File: src/rtl/rst_sequencer_pkg.sv
// Shared definitions for rst_sequencer: FSM state encodings, default parameter values
// and the active-high reset-output levels reused from the core.
package rst_sequencer_pkg;

   localparam logic [1:0] S_HOLD    = 2'd0;
   localparam logic [1:0] S_RELEASE = 2'd1;
   localparam logic [1:0] S_RUN     = 2'd2;
   localparam logic [1:0] S_FINISH  = 2'd3;

   localparam int DEF_CH_NUM         = 2;
   localparam int DEF_HOLD_CYCLES    = 10;
   localparam int DEF_STAGE_GAP      = 4;
   localparam int DEF_TIMEOUT_CYCLES = 500;
   localparam int DEF_CNT_W          = 16;

   localparam logic RstEnable  = 1'b1;
   localparam logic RstDisable = 1'b0;

   // Edge (counted from the first edge with rst high) on which channel k leaves reset.
   function automatic int release_edge(input int hold, input int gap, input int k);
      return hold + k * gap;
   endfunction

endpackage

File: src/rtl/rst_sequencer_sat_counter.sv
// sat_counter: W-bit up-counter with synchronous clear, enable, saturation at all-ones
// and an equality flag against a compare value.
module sat_counter
   import rst_sequencer_pkg::*;
#(
   parameter int W = DEF_CNT_W
) (
   input  logic         clk,
   input  logic         clr,
   input  logic         en,
   input  logic [W-1:0] cmp,
   output logic [W-1:0] cnt,
   output logic         eq
);

   always_ff @(posedge clk) begin
      if (clr) begin
         cnt <= '0;
      end else if (en && (cnt != '1)) begin
         cnt <= cnt + 1'b1;
      end
   end

   assign eq = (cnt == cmp);

endmodule

File: src/rtl/rst_sequencer.sv
// rst_sequencer: staged reset release, run-phase cycle counting and end-of-run flags.
// Define WDG_TIMEOUT_EN to build the run-phase watchdog; otherwise timeout_o stays 0.
module rst_sequencer
   import rst_sequencer_pkg::*;
#(
   parameter int CH_NUM         = DEF_CH_NUM,
   parameter int HOLD_CYCLES    = DEF_HOLD_CYCLES,
   parameter int STAGE_GAP      = DEF_STAGE_GAP,
   parameter int TIMEOUT_CYCLES = DEF_TIMEOUT_CYCLES,
   parameter int CNT_W          = DEF_CNT_W
) (
   input  logic              clk,
   input  logic              rst,
   input  logic              soft_rst_i,
   input  logic              done_i,
   output logic [CH_NUM-1:0] ch_rst_o,
   output logic              run_o,
   output logic              done_o,
   output logic              timeout_o,
   output logic [CNT_W-1:0]  cycle_cnt_o
);

   localparam logic [CH_NUM-1:0] CH_ALL_RST = {CH_NUM{RstEnable}};
   localparam logic [CH_NUM-1:0] CH_ALL_REL = {CH_NUM{RstDisable}};

   logic [1:0]        state_reg, state_next;
   logic [CH_NUM-1:0] ch_rst_reg, ch_rst_next;
   logic              run_reg, run_next;
   logic              done_reg, done_next;
   logic              timeout_reg, timeout_next;

   logic              cnt_clr, seq_en, cyc_en;
   logic [CNT_W-1:0]  seq_cnt;
   logic              seq_eq;
   logic              wdg_hit;
   logic [CH_NUM-1:0] rel_hit;
`ifndef WDG_TIMEOUT_EN
   logic              wdg_unused;
   assign wdg_hit = 1'b0;
`endif

   assign cnt_clr = !rst || soft_rst_i;
   assign seq_en  = (state_reg == S_HOLD) || (state_reg == S_RELEASE);
   assign cyc_en  = (state_reg == S_RUN);

   sat_counter #(.W(CNT_W)) u_seq_cnt (
      .clk (clk),
      .clr (cnt_clr),
      .en  (seq_en),
      .cmp (CNT_W'(HOLD_CYCLES - 1)),
      .cnt (seq_cnt),
      .eq  (seq_eq)
   );

   sat_counter #(.W(CNT_W)) u_cycle_cnt (
      .clk (clk),
      .clr (cnt_clr),
      .en  (cyc_en),
      .cmp (CNT_W'(TIMEOUT_CYCLES - 1)),
      .cnt (cycle_cnt_o),
`ifdef WDG_TIMEOUT_EN
      .eq  (wdg_hit)
`else
      .eq  (wdg_unused)
`endif
   );

   // seq_cnt holds the edge count minus one, so matching edge-1 releases on that edge.
   for (genvar gi = 0; gi < CH_NUM; gi++) begin : g_rel
      localparam logic [CNT_W-1:0] REL_AT =
         CNT_W'(release_edge(HOLD_CYCLES, STAGE_GAP, gi) - 1);
      assign rel_hit[gi] = seq_en && (seq_cnt == REL_AT);
   end

   always_comb begin
      state_next   = state_reg;
      ch_rst_next  = ch_rst_reg;
      run_next     = run_reg;
      done_next    = done_reg;
      timeout_next = timeout_reg;
      if (soft_rst_i) begin
         state_next   = S_HOLD;
         ch_rst_next  = CH_ALL_RST;
         run_next     = 1'b0;
         done_next    = 1'b0;
         timeout_next = 1'b0;
      end else begin
         case (state_reg)
            S_HOLD: begin
               ch_rst_next = ch_rst_reg & ~rel_hit;
               if (seq_eq) state_next = S_RELEASE;
            end
            S_RELEASE: begin
               ch_rst_next = ch_rst_reg & ~rel_hit;
               if (ch_rst_reg == CH_ALL_REL) begin
                  state_next = S_RUN;
                  run_next   = 1'b1;
               end
            end
            S_RUN: begin
               // done_i takes precedence over a coincident watchdog expiry
               if (done_i) begin
                  state_next  = S_FINISH;
                  ch_rst_next = CH_ALL_RST;
                  run_next    = 1'b0;
                  done_next   = 1'b1;
               end else if (wdg_hit) begin
                  state_next   = S_FINISH;
                  ch_rst_next  = CH_ALL_RST;
                  run_next     = 1'b0;
                  timeout_next = 1'b1;
               end
            end
            S_FINISH: begin
            end
            default: state_next = S_HOLD;
         endcase
      end
   end

   always_ff @(posedge clk) begin
      if (!rst) begin
         state_reg   <= S_HOLD;
         ch_rst_reg  <= CH_ALL_RST;
         run_reg     <= 1'b0;
         done_reg    <= 1'b0;
         timeout_reg <= 1'b0;
      end else begin
         state_reg   <= state_next;
         ch_rst_reg  <= ch_rst_next;
         run_reg     <= run_next;
         done_reg    <= done_next;
         timeout_reg <= timeout_next;
      end
   end

   assign ch_rst_o  = ch_rst_reg;
   assign run_o     = run_reg;
   assign done_o    = done_reg;
   assign timeout_o = timeout_reg;

endmodule

File: config.mk
export PLATFORM = sky130hd
export DESIGN_NAME = rst_sequencer
export DESIGN_NICKNAME = d
export VERILOG_FILES = /design/src/rtl/rst_sequencer_pkg.sv /design/src/rtl/rst_sequencer_sat_counter.sv /design/src/rtl/rst_sequencer.sv
export SDC_FILE = /design/constraint.sdc
export NUM_CORES = 1
export LEC_CHECK = 0
export CAP_MARGIN = 20
export CORE_ASPECT_RATIO = 0.5
export CORE_MARGIN = 2
export CORE_UTILIZATION = 30
export CTS_CLUSTER_DIAMETER = 80
export DETAILED_ROUTE_END_ITERATION = 10
export DONT_BUFFER_PORTS = 1
export PLACE_DENSITY_LB_ADDON = 0.15
export SYNTH_ARGS = -nofsm -noshare
export SYNTH_HDL_FRONTEND = slang
export SYNTH_SLANG_ARGS = --single-unit
export TNS_END_PERCENT = 5
File: constraint.sdc
create_clock -name clk -period 1.9 [get_ports clk]
set_clock_uncertainty 0.15 [all_clocks]
set_input_delay 0.095 -clock clk [delete_from_list [all_inputs] [get_ports clk]]
set_output_delay 0.095 -clock clk [all_outputs]
set_load 0.01 [all_outputs]
==> metrics.yaml <==
status:
  outcome: "complete, no violations"
worst_setup_path:
  cp_data_required_time_ps: 1970
  crit_path_end_kind: "register"
  start_kind: "register"
  r2r_cells: 6
  crit_fanout: 6
  timing.rr.end: "u_seq_cnt.cnt[11]"
  crit_path_start: "state_reg[1]"
  critical_path_class: "register to register"
  regToRegSetupSlack_ps: 70
  endpoint: "u_seq_cnt.cnt[11]"
  r2r-start: "state_reg[1]"
  critPathArrivalTime_ps: 1890
synthesis:
  synthFlopType: "dfxtp_1"
  synth-seq-cells: 38
  yosysWarningCount: 0
  synthTopCellsByArea: "dfxtp_1 37%, a21oi_1 5.3%, o21ai_0 4.9%, nand4_1 4.5%, ha_1 4.2%"
  syn-mean-instance-area_um2: 8.220
  async_reset_ff_share_pct: 0
  synth.cell_area_um2: 2063
  synth_largest_area_cell: "dfxtp_1"
  syn_inst: 251
  synth-seq-area-share_pct: 36.87
  synth_top_cell_area_share_pct: 36.87
  synth-edff-count: 0
  synth_most_common_cell: "dfxtp_1"
  synth_nets: 262
  synth.distinct_cells: 48
  synth.top_cells.by_count: "38 x dfxtp_1, 22 x a21oi_1, 20 x o21ai_0"
route:
  drc: 0
  wl_per_cell_um: 14.02
  vias: 2084
  drt_iter0_markers: 78
  dr.pass1.iters: 4
  wl_um: 5300
  antenna_left: 0
  vias_per_cell: 5.513
timing:
  rsz0062_at_grt: "yes"
  period_needed_ps: 1829
  setup_violations: 0
  fin_crit_sh_pct: 96.24
  hold_viol: 0
  report.final.slew_viol_count: 0
  max_freq_ghz: 0.5469
finish:
  drive_gt1_share_pct: 23.08
  multi_input_area_um2: 1275
  syn_to_final_growth_pct: 28.02
  finalNetCount: 296
  final_area_um2: 2641
  fillers: 678
  largestRegisters: "u_cycle_cnt.cnt x16, u_seq_cnt.cnt x16"
  register_area_um2: 764.5
  n_antenna_cell: 0
clock_network:
  cts_root_buf: "clkbuf_16"
  cts_tree: "done"
  clk_path_buf_depth: 2
  clkSinkCount: 38
  insertion_delay_ps: 280
  h-tree-depth: 2
  cts_setup_buffers: 0
  clk_pin_slew_ps: 60
  cts_buffers: 5
die:
  die_h_um: 62.64
  num_rows: 21
  start_util_pct: 30.91
  die_w_um: 121.3
  core_area_um2: 6674
  floorplan.die_area_um2: 7597
  ios: 25
power_and_ir_drop:
  leakage_nw: 0.9141
  powerDensity_nw_per_um2: 681.7
  total_power_w: 0.001801
  peakVddDrop_mv: 0.3434
global_route:
  grt_pass1_wl_um: 9011
  grt_start_max_net_pins: 17
  grt_pass1_vias: 1982
  grt_antenna_before_repair: 0
  gr-usage-all-layers_pct: 14.56
  grt_remaining_overflow: 0
placement:
  hpwl_um: 3925
  io_buffers: 0
  gp_congestion: 0.7541
  placed_area_um2: 2396
min_path:
  worstHoldPathType: "input pin to register"
flow_run:
  maxCapViolCount: 0
[cell usage in the layout (no fill, tap or decap), types with 2 or more instances in the layout]
master,Yosys,final
dfxtp_1,38,35
buf_4,1,35
a21oi_1,22,22
o21ai_0,20,20
nand2_1,19,18
nand4_1,15,15
nor3_1,10,10
nand3_1,10,10
inv_1,9,9
nor2_1,9,9
or3_1,9,9
a31oi_1,8,8
and4_1,7,7
or4_1,7,7
and3_1,5,5
clkbuf_16,0,5
o31ai_1,4,4
o211ai_1,4,4
ha_2,0,4
nor4_1,4,3
ha_1,7,3
dfxtp_2,0,3
nor4b_2,0,2
nor2b_1,2,2
nand2b_1,2,2
or2_2,2,2
a31o_2,2,2
o311ai_0,2,2
o41ai_1,2,2
a311oi_1,2,2
clkinvlp_4,0,2
dlygate4sd3_1,0,2
[worst min-delay path by stage]
stage           start            endpoint  cells after the start
2_1_floorplan  done_i              done_o                      2
3_3_place_gp   done_i              done_o                      2
3_5_place_dp   done_i              done_o                      2
4_1_cts           rst  u_cycle_cnt.cnt[5]                      2
5_1_grt           rst  u_cycle_cnt.cnt[5]                      2
6_report          rst  u_cycle_cnt.cnt[5]                      2
[power breakdown]
part / internal (W) / switching (W) / total (W)
sequential: 0.000799 / 0.00000284 / 0.000802
combinational: 0.0000161 / 0.0000250 / 0.0000411
clock: 0.000619 / 0.000339 / 0.000958
total: 0.00143 / 0.000367 / 0.00180
[cell type report]
type / count / share of cell area [%]
Timing Repair Buffer: 37 / 10.71
Inverter: 9 / 1.279
Clock inverter: 3 / 1.705
Multi-Input combinational cell: 194 / 48.27
Tap cell: 92 / 4.358
Clock buffer: 5 / 4.737
Sequential cell: 38 / 28.94
[through the flow]
| stage | instances | hold WS, ps | util (%) | setup slack [ps] | TNS [ps] |
|---|---|---|---|---|---|
| floorplan | 251 | 89.69 | - | 15.93 | 0 |
| global placement | 368 | 97.67 | 35.90 | 55.23 | 0 |
| detailed placement | 368 | 112.0 | 35.90 | -7.719 | -7.719 |
| CTS | 378 | 42.87 | 38.79 | 11.54 | 0 |
| global route | 378 | 52.60 | 39.58 | -11.56 | -30.12 |
| finish | 378 | 24.60 | 39.58 | 71.45 | 0 |
[routing by layer]
layer | vias up | track usage, % | routed length, µm
met5 | - | 0 | 0
met4 | 0 | 4.598 | 63
met3 | 7 | 3.650 | 192
met2 | 34 | 25.77 | 2562
met1 | 996 | 17.35 | 2481
li1 | 1047 | - | -
[cell families after synthesis]
| family | Yosys count | synth area share, % |
|---|---|---|
| buf+inv | 19 | 3.820 |
| other cells | 1 | 0.1818 |
| fa+ha+maj | 7 | 4.245 |
| simple gates | 110 | 31.66 |
| mux | 1 | 0.4852 |
| compound gates | 75 | 22.74 |
| flops | 38 | 36.87 |
[critical path: stages (launching register included)]
cell and delay, ps:
dfxtp_2 340, inv_1 70, ha_2 210, o2111a_2 260
nand2_2 90, or4_1 500, a21oi_1 150
[repair_timing]
action,in CTS,in global routing
setup endpoints to repair,2,13
hold buffers,2,0
gates resized for setup,2,13
pin swaps,0,1
endpoints found under the hold margin,4,0
Note: power is estimated with default switching activity, not from simulation.
